--- src/rtl/systolic_skew_feeder_pkg.sv ---
// Shared constants and FSM encoding for the systolic skew feeder.
// Optional feature macro: FEEDER_ABORT_EN (adds an abort input to the interface).
package systolic_skew_feeder_pkg;

  localparam int DATA_W       = 16;  // operand lane width
  localparam int N            = 4;   // lanes per bus
  localparam int MAX_K        = 16;  // deepest tile the buffer holds
  localparam int DRAIN_CYCLES = 4;   // zero-operand cycles after the last skewed beat

  localparam int BUS_W  = N * DATA_W;
  localparam int ADDR_W = $clog2(MAX_K);
  localparam int KLEN_W = 5;         // k_len port width
  localparam int STEP_W = 6;         // holds k_len + N - 2 without wrapping

  typedef enum logic [2:0] {
    ST_IDLE,
    ST_LOAD,
    ST_STREAM,
    ST_DRAIN,
    ST_DONE
  } state_t;

  // A tile length is usable only when it fits the buffer and is non-empty.
  function automatic logic klen_legal(input logic [KLEN_W-1:0] k);
    return (k != '0) && (k <= KLEN_W'(MAX_K));
  endfunction

endpackage

--- src/rtl/systolic_skew_feeder_if.sv ---
// Loader-side handshake plus cluster-side operand bus of the skew feeder.
// Optional feature macro: FEEDER_ABORT_EN (adds abort, driven by the master).
interface systolic_skew_feeder_if;
  import systolic_skew_feeder_pkg::*;

  logic              start;
  logic [KLEN_W-1:0] k_len;
  logic              in_valid;
  logic              in_ready;
  logic [BUS_W-1:0]  in_act;
  logic [BUS_W-1:0]  in_wgt;
  logic [BUS_W-1:0]  activations;
  logic [BUS_W-1:0]  weights;
  logic              en;
  logic              busy;
  logic              done;

`ifdef FEEDER_ABORT_EN
  logic              abort;

  modport master (
    output start, k_len, in_valid, in_act, in_wgt, abort,
    input  in_ready, activations, weights, en, busy, done
  );

  modport slave (
    input  start, k_len, in_valid, in_act, in_wgt, abort,
    output in_ready, activations, weights, en, busy, done
  );
`else
  modport master (
    output start, k_len, in_valid, in_act, in_wgt,
    input  in_ready, activations, weights, en, busy, done
  );

  modport slave (
    input  start, k_len, in_valid, in_act, in_wgt,
    output in_ready, activations, weights, en, busy, done
  );
`endif

endinterface

--- src/rtl/systolic_skew_feeder_buffer.sv ---
// Tile buffer: MAX_K entries of {wgt, act} beats, one write port and one read
// port per skew lane. Read port i only returns lane i of the addressed entry,
// since that is the only lane the skew stage ever needs from that port.
module systolic_skew_feeder_buffer
  import systolic_skew_feeder_pkg::*;
(
  input  logic              clk,
  input  logic              wr_en_i,
  input  logic [ADDR_W-1:0] wr_addr_i,
  input  logic [BUS_W-1:0]  wr_act_i,
  input  logic [BUS_W-1:0]  wr_wgt_i,
  input  logic [ADDR_W-1:0] rd_addr_i [N],
  output logic [DATA_W-1:0] rd_act_o  [N],
  output logic [DATA_W-1:0] rd_wgt_o  [N]
);

  logic [BUS_W-1:0] act_mem [MAX_K];
  logic [BUS_W-1:0] wgt_mem [MAX_K];

  // Store one loader beat; contents are don't-care after reset.
  always_ff @(posedge clk) begin
    if (wr_en_i) begin
      act_mem[wr_addr_i] <= wr_act_i;
      wgt_mem[wr_addr_i] <= wr_wgt_i;
    end
  end

  genvar gi;
  for (gi = 0; gi < N; gi++) begin : g_rd
    assign rd_act_o[gi] = act_mem[rd_addr_i[gi]][gi*DATA_W +: DATA_W];
    assign rd_wgt_o[gi] = wgt_mem[rd_addr_i[gi]][gi*DATA_W +: DATA_W];
  end

endmodule

--- src/rtl/systolic_skew_feeder.sv ---
// Systolic skew feeder: buffers a K-beat operand tile, then streams it to the
// PE cluster with lane i delayed i cycles, keeping en high through the drain.
// Optional feature macro: FEEDER_ABORT_EN (abort input cancels any pass).
// Cluster-facing outputs reflect the state of the previous cycle, so the first
// skewed beat appears one cycle after the buffer stops loading; in_ready is
// derived from the next state so it drops right as LOAD is left.
module systolic_skew_feeder
  import systolic_skew_feeder_pkg::*;
(
  input  logic                  clk,
  input  logic                  rst_n,
  systolic_skew_feeder_if.slave bus
);

  localparam logic [STEP_W-1:0] DRAIN_LAST = STEP_W'(DRAIN_CYCLES - 1);

  state_t            state_q;
  logic [KLEN_W-1:0] klen_q;
  logic [KLEN_W-1:0] cnt_q;     // beats accepted so far
  logic [STEP_W-1:0] step_q;    // skew step in STREAM, drain count in DRAIN
  logic              in_ready_q;
  logic              en_q;
  logic              busy_q;
  logic              done_q;
  logic [BUS_W-1:0]  act_q;
  logic [BUS_W-1:0]  wgt_q;

  logic              abort_w;
  logic              wr_en;
  logic              last_beat;
  logic [STEP_W-1:0] last_step;
  logic [ADDR_W-1:0] rd_addr [N];
  logic [DATA_W-1:0] rd_act  [N];
  logic [DATA_W-1:0] rd_wgt  [N];
  logic [BUS_W-1:0]  act_skew;
  logic [BUS_W-1:0]  wgt_skew;

`ifdef FEEDER_ABORT_EN
  assign abort_w = bus.abort;
`else
  assign abort_w = 1'b0;
`endif

  assign wr_en     = (state_q == ST_LOAD) && bus.in_valid && in_ready_q;
  assign last_beat = (cnt_q == klen_q - KLEN_W'(1));
  assign last_step = STEP_W'(klen_q) + STEP_W'(N - 2);

  systolic_skew_feeder_buffer u_buffer (
    .clk       (clk),
    .wr_en_i   (wr_en),
    .wr_addr_i (cnt_q[ADDR_W-1:0]),
    .wr_act_i  (bus.in_act),
    .wr_wgt_i  (bus.in_wgt),
    .rd_addr_i (rd_addr),
    .rd_act_o  (rd_act),
    .rd_wgt_o  (rd_wgt)
  );

  // Lane i shows beat (step - i); outside the tile the lane carries zero.
  genvar gi;
  for (gi = 0; gi < N; gi++) begin : g_skew
    logic [STEP_W-1:0] idx;
    logic              lane_ok;
    assign idx         = step_q - STEP_W'(gi);
    assign lane_ok     = (step_q >= STEP_W'(gi)) && (idx < STEP_W'(klen_q));
    assign rd_addr[gi] = idx[ADDR_W-1:0];
    assign act_skew[gi*DATA_W +: DATA_W] = lane_ok ? rd_act[gi] : '0;
    assign wgt_skew[gi*DATA_W +: DATA_W] = lane_ok ? rd_wgt[gi] : '0;
  end

  // Pass sequencing, beat/step counters and the registered cluster outputs.
  always_ff @(posedge clk or negedge rst_n) begin
    if (!rst_n) begin
      state_q    <= ST_IDLE;
      klen_q     <= '0;
      cnt_q      <= '0;
      step_q     <= '0;
      in_ready_q <= 1'b0;
      en_q       <= 1'b0;
      busy_q     <= 1'b0;
      done_q     <= 1'b0;
      act_q      <= '0;
      wgt_q      <= '0;
    end else if (abort_w && (state_q != ST_IDLE)) begin
      // Abort wins over everything else: silent return to IDLE, no done.
      state_q    <= ST_IDLE;
      cnt_q      <= '0;
      step_q     <= '0;
      in_ready_q <= 1'b0;
      en_q       <= 1'b0;
      busy_q     <= 1'b0;
      done_q     <= 1'b0;
      act_q      <= '0;
      wgt_q      <= '0;
    end else begin
      en_q   <= (state_q == ST_STREAM) || (state_q == ST_DRAIN);
      done_q <= (state_q == ST_DONE);
      act_q  <= (state_q == ST_STREAM) ? act_skew : '0;
      wgt_q  <= (state_q == ST_STREAM) ? wgt_skew : '0;

      case (state_q)
        ST_IDLE: begin
          if (bus.start && klen_legal(bus.k_len)) begin
            klen_q     <= bus.k_len;
            cnt_q      <= '0;
            step_q     <= '0;
            state_q    <= ST_LOAD;
            in_ready_q <= 1'b1;
            busy_q     <= 1'b1;
          end
        end
        ST_LOAD: begin
          if (bus.in_valid && in_ready_q) begin
            cnt_q <= cnt_q + KLEN_W'(1);
            if (last_beat) begin
              state_q    <= ST_STREAM;
              in_ready_q <= 1'b0;
              step_q     <= '0;
            end
          end
        end
        ST_STREAM: begin
          if (step_q == last_step) begin
            state_q <= ST_DRAIN;
            step_q  <= '0;
          end else begin
            step_q <= step_q + STEP_W'(1);
          end
        end
        ST_DRAIN: begin
          if (step_q == DRAIN_LAST) begin
            state_q <= ST_DONE;
            step_q  <= '0;
          end else begin
            step_q <= step_q + STEP_W'(1);
          end
        end
        ST_DONE: begin
          state_q <= ST_IDLE;
          busy_q  <= 1'b0;
        end
        default: begin
          state_q    <= ST_IDLE;
          in_ready_q <= 1'b0;
          busy_q     <= 1'b0;
        end
      endcase
    end
  end

  assign bus.in_ready    = in_ready_q;
  assign bus.en          = en_q;
  assign bus.busy        = busy_q;
  assign bus.done        = done_q;
  assign bus.activations = act_q;
  assign bus.weights     = wgt_q;

endmodule
--- src/flat_wrapper.sv ---
// flat-port wrapper written by rule: the top's interface ports become plain ports
module systolic_skew_feeder_flat import systolic_skew_feeder_pkg::*;
  (clk, rst_n, bus_start, bus_k_len, bus_in_valid, bus_in_act, bus_in_wgt, bus_in_ready, bus_activations, bus_weights, bus_en, bus_busy, bus_done);
  systolic_skew_feeder_if bus_i ();
  input  logic clk;
  input  logic rst_n;
  input wire logic [$bits(bus_i.start)-1:0] bus_start;
  input wire logic [$bits(bus_i.k_len)-1:0] bus_k_len;
  input wire logic [$bits(bus_i.in_valid)-1:0] bus_in_valid;
  input wire logic [$bits(bus_i.in_act)-1:0] bus_in_act;
  input wire logic [$bits(bus_i.in_wgt)-1:0] bus_in_wgt;
  output wire logic [$bits(bus_i.in_ready)-1:0] bus_in_ready;
  output wire logic [$bits(bus_i.activations)-1:0] bus_activations;
  output wire logic [$bits(bus_i.weights)-1:0] bus_weights;
  output wire logic [$bits(bus_i.en)-1:0] bus_en;
  output wire logic [$bits(bus_i.busy)-1:0] bus_busy;
  output wire logic [$bits(bus_i.done)-1:0] bus_done;
  assign bus_i.start = bus_start;
  assign bus_i.k_len = bus_k_len;
  assign bus_i.in_valid = bus_in_valid;
  assign bus_i.in_act = bus_in_act;
  assign bus_i.in_wgt = bus_in_wgt;
  assign bus_in_ready = bus_i.in_ready;
  assign bus_activations = bus_i.activations;
  assign bus_weights = bus_i.weights;
  assign bus_en = bus_i.en;
  assign bus_busy = bus_i.busy;
  assign bus_done = bus_i.done;
  systolic_skew_feeder u_core (.clk(clk), .rst_n(rst_n), .bus(bus_i));
endmodule
--- config.mk ---
export PLATFORM = sky130hd
export DESIGN_NAME = systolic_skew_feeder_flat
export DESIGN_NICKNAME = d
export VERILOG_FILES = /design/src/rtl/systolic_skew_feeder_pkg.sv /design/src/rtl/systolic_skew_feeder_if.sv /design/src/rtl/systolic_skew_feeder_buffer.sv /design/src/rtl/systolic_skew_feeder.sv /design/src/flat_wrapper.sv
export SDC_FILE = /design/constraint.sdc
export NUM_CORES = 2
export LEC_CHECK = 0
export CORE_MARGIN = 2
export CORE_UTILIZATION = 50
export DETAILED_ROUTE_END_ITERATION = 6
export PLACE_DENSITY_LB_ADDON = 0.1
export SKIP_CTS_REPAIR_TIMING = 1
export SKIP_LAST_GASP = 1
export SYNTH_ARGS = -nofsm -noshare
export SYNTH_HDL_FRONTEND = slang
export SYNTH_SLANG_ARGS = --single-unit
--- constraint.sdc ---
create_clock -name clk -period 20.8 [get_ports clk]
set_input_delay 2.08 -clock clk [delete_from_list [all_inputs] [get_ports clk]]
set_output_delay 2.08 -clock clk [all_outputs]
set_load 0.1 [all_outputs]
==> flow_metrics.py <==
metrics = {
    "outcome": {
        "status": "completed",
    },
    "synthesis": {
        "syn_nets": 3535,
        "synthFlopType": "edfxtp_1",
        "yosys.area_share.simple_pct": 1.662,
        "synth.area.top_cells": "edfxtp_1, mux4_2, dfrtp_1",
        "ys_ff_latch": 2199,
        "synthAdderAreaFrac_pct": 0.5128,
        "muxShareOfSynthArea_pct": 17.40,
        "avgSynthCellArea_um2": 24.66,
        "synth_top_family_by_area": "multiplexers",
        "synth_edf_count": 2048,
        "synth-compound-area-share_pct": 0.4238,
        "async_flop_share_pct": 6.867,
        "synth.most_common_cell": "edfxtp_1",
        "ys_warn_count": 0,
        "synth_cell_types": 51,
        "yosys.area.top_type": "edfxtp_1",
        "synth_top_area_share_pct": 74.14,
        "yosysSeqAreaShare_pct": 78.69,
        "syn_area_um2": 82950,
        "netlist_top_cells_count": "edfxtp_1, mux4_2, dfrtp_1, clkbuf_1, nor3b_1",
        "synth_xor_area_share_pct": 0.2323,
        "netlist_instances": 3364,
    },
    "timing": {
        "fin_crit_sh_pct": 27.72,
        "drv_slew": 0,
        "post-route-min-period_ns": 5.765,
        "tightest_slew_ns": 1.251,
        "fmax_ghz": 0.1735,
        "fin_ws_ns": 15.03,
        "rsz0062_at_grt": "false",
        "finalSetupViolCount": 0,
        "fin_skew_ns": 0.02787,
        "finalHoldViolCount": 0,
        "slew-limit-headroom_pct": 16.61,
        "tns_ns": 0,
    },
    "routing": {
        "vias_per_cell": 6.097,
        "drtAntennaViolNets": 0,
        "drc": 0,
        "initialDrtViolationCount": 4057,
        "first_pass_iters": 5,
        "wl_um": 194200,
        "dr_total_vias": 37370,
        "wire_per_inst_um": 31.69,
    },
    "worst_setup_path": {
        "crit_slowest_cell": "dfrtp_4",
        "crit_top_cell": "buf_4",
        "path_buf_inv": 4,
        "worstPathMaxFanout": 69,
        "crit_required_ns": 21.48,
        "worstPathArrival_ns": 6.44,
        "startpoint_type": "flop",
        "cpPeakStageDelay_ns": 1.02,
        "cpLargestDelayFamily": "buffers and inverters",
        "critical_path.cell_chain": "inv_1 -> ha_4 -> buf_4 -> buf_4 -> buf_4 -> mux4_2 -> mux4_2 -> nor3b_1",
        "critPathKind": "reg2reg",
        "end_kind": "flop",
    },
    "clock_tree": {
        "clockRootBuffer": "clkbuf_16",
        "insertion_delay_ns": 0.84,
        "path_clk_slew_ns": 0.06,
        "htree_levels": 4,
        "numCtsBuffers": 215,
        "cts_buffer_depth": 3,
        "clock_sinks": 2199,
        "cts_tree": "built",
    },
    "place": {
        "dp_slack_ns": 14.17,
        "numPortBuffers": 268,
        "dp_cells": 5717,
        "gp_congestion": 0.7403,
        "dpl.hpwl_um": 96480,
    },
    "final_layout": {
        "nFillCells": 11810,
        "final_cells": 6129,
        "num-nets-final": 3916,
        "drive_above_1_share_pct": 26.83,
        "utilization_pct": 57.84,
        "area_growth_pct": 14.91,
    },
    "die": {
        "io_pins": 269,
        "die_width_um": 411.3,
        "core_area_um2": 164800,
        "die_area_um2": 169200,
        "die_h_um": 411.3,
        "fp-row-count": 149,
        "initial_utilization_pct": 50.33,
    },
    "global_routing": {
        "grt_max_degree": 121,
        "grt_pass1_vias": 39380,
        "antenna_found_initial": 27,
        "grt_usage_pct": 23.29,
        "grt_overflow": 0,
        "grt_pass1_wl_um": 280800,
    },
    "power_and_ir_drop": {
        "p_leak_nw": 29.80,
        "p_total_mw": 11.40,
        "pwr_density_cell_nw_per_um2": 119.6,
        "ir_drop_mv": 0.1010,
    },
    "hold_path": {
        "hp-class": "reg2reg",
    },
    "flow_run": {
        "cap_viol_max_count": 0,
    },
}
## sequential cells by signal (all words and copies together) (netlist names)
signal                   count
u_core.bus.activations      64
u_core.bus.busy              1
u_core.bus.done              1
u_core.bus.en                1
u_core.bus.in_ready          1
u_core.bus.weights          64
u_core.cnt_q                 5
u_core.klen_q                5
u_core.state_q               3
u_core.step_q                6
u_core.u_buffer.act_mem   1024
u_core.u_buffer.wgt_mem   1024
## layout make-up
| type | instances | area (um2) | area share, % |
|---|---|---|---|
| sequential | 2199 | 65290 | 68.49 |
| clock buffer | 306 | 6028 | 6.324 |
| multi-input combinational | 970 | 16970 | 17.80 |
| antenna | 4 | 10.01 | 0.01050 |
| clock inverter | 102 | 893.4 | 0.9372 |
| inverter | 20 | 75.07 | 0.07876 |
| timing repair buffer | 339 | 3324 | 3.488 |
| tap | 2189 | 2739 | 2.873 |
## path summary, 6_finish.rpt
path,cells past startpoint,slack [ns],end,start
max,8,15.03,u_core.bus.weights[61]$_DFF_PN0_,u_core.step_q[0]$_DFFE_PN0P_
min,1,0.50,u_core.bus.busy$_DFFE_PN0P_,u_core.bus.busy$_DFFE_PN0P_
max reg2reg,8,15.03,u_core.bus.weights[61]$_DFF_PN0_,u_core.step_q[0]$_DFFE_PN0P_
min reg2reg,1,0.50,u_core.bus.busy$_DFFE_PN0P_,u_core.bus.busy$_DFFE_PN0P_
max in group asynchronous,3,17.35,u_core.bus.activations[21]$_DFF_PN0_,rst_n
min in group asynchronous,1,1.29,u_core.bus.activations[3]$_DFF_PN0_,rst_n
## report_power, final
part	internal, mW	leakage, nW	switching, mW	total [mW]
registers	5.04	20.5	0.0857	5.12
clock network	2.18	3.39	1.62	3.80
logic	1.18	5.89	1.29	2.48
total	8.40	29.8	3.00	11.4
## logic make-up (layout without fill, tap and decap cells)
family / count (synthesis) / in the layout
AO/OA/AOI/OAI: 49 / 49
multiplexers: 642 / 642
other: 0 / 4
XOR/XNOR: 22 / 22
AND/OR/NAND/NOR: 223 / 223
flip-flops: 2199 / 2199
adder cells (fa/ha/maj): 34 / 34
buffers and inverters: 195 / 767
## cell usage in the layout, fill, tap and decap left out, types with 5 or more instances in the layout
cell type	Yosys	final
edfxtp_1	2048	2048
clkbuf_1	96	66
inv_6	0	5
clkdlybuf4s50_1	0	264
buf_12	0	9
nor2_4	0	12
clkinv_1	0	37
nor3_2	1	6
bufinv_16	0	13
o21ai_0	11	10
nor2b_1	37	37
xor2_1	10	9
nor2_1	27	15
clkbuf_16	0	220
buf_4	7	65
inv_1	19	19
nor3b_1	96	96
nor3_1	12	7
clkbuf_8	0	21
nand3_1	8	7
ha_1	34	32
o21a_1	9	7
clkinv_2	0	35
xnor2_1	12	9
dfrtp_1	151	148
nand2_1	23	23
mux4_2	640	640
## through the flow
step / hold slack [ns] / instance area (um2)
CTS: 0.5213 / 95310
global placement: 0.4924 / 88390
finish: 0.5022 / 95320
floorplan: 0.4899 / 82950
global route: 0.5323 / 95320
detailed placement: 0.5074 / 88390
## per-layer routing
metal	global-route usage, %	vias to the layer above	wire length [um]
li1	-	15170	-
met1	34.21	20600	84000
met2	36.24	1270	93430
met3	4.888	292	12800
met4	5.734	30	3826
met5	0	-	179
Note: power is estimated with default switching activity, not from simulation.
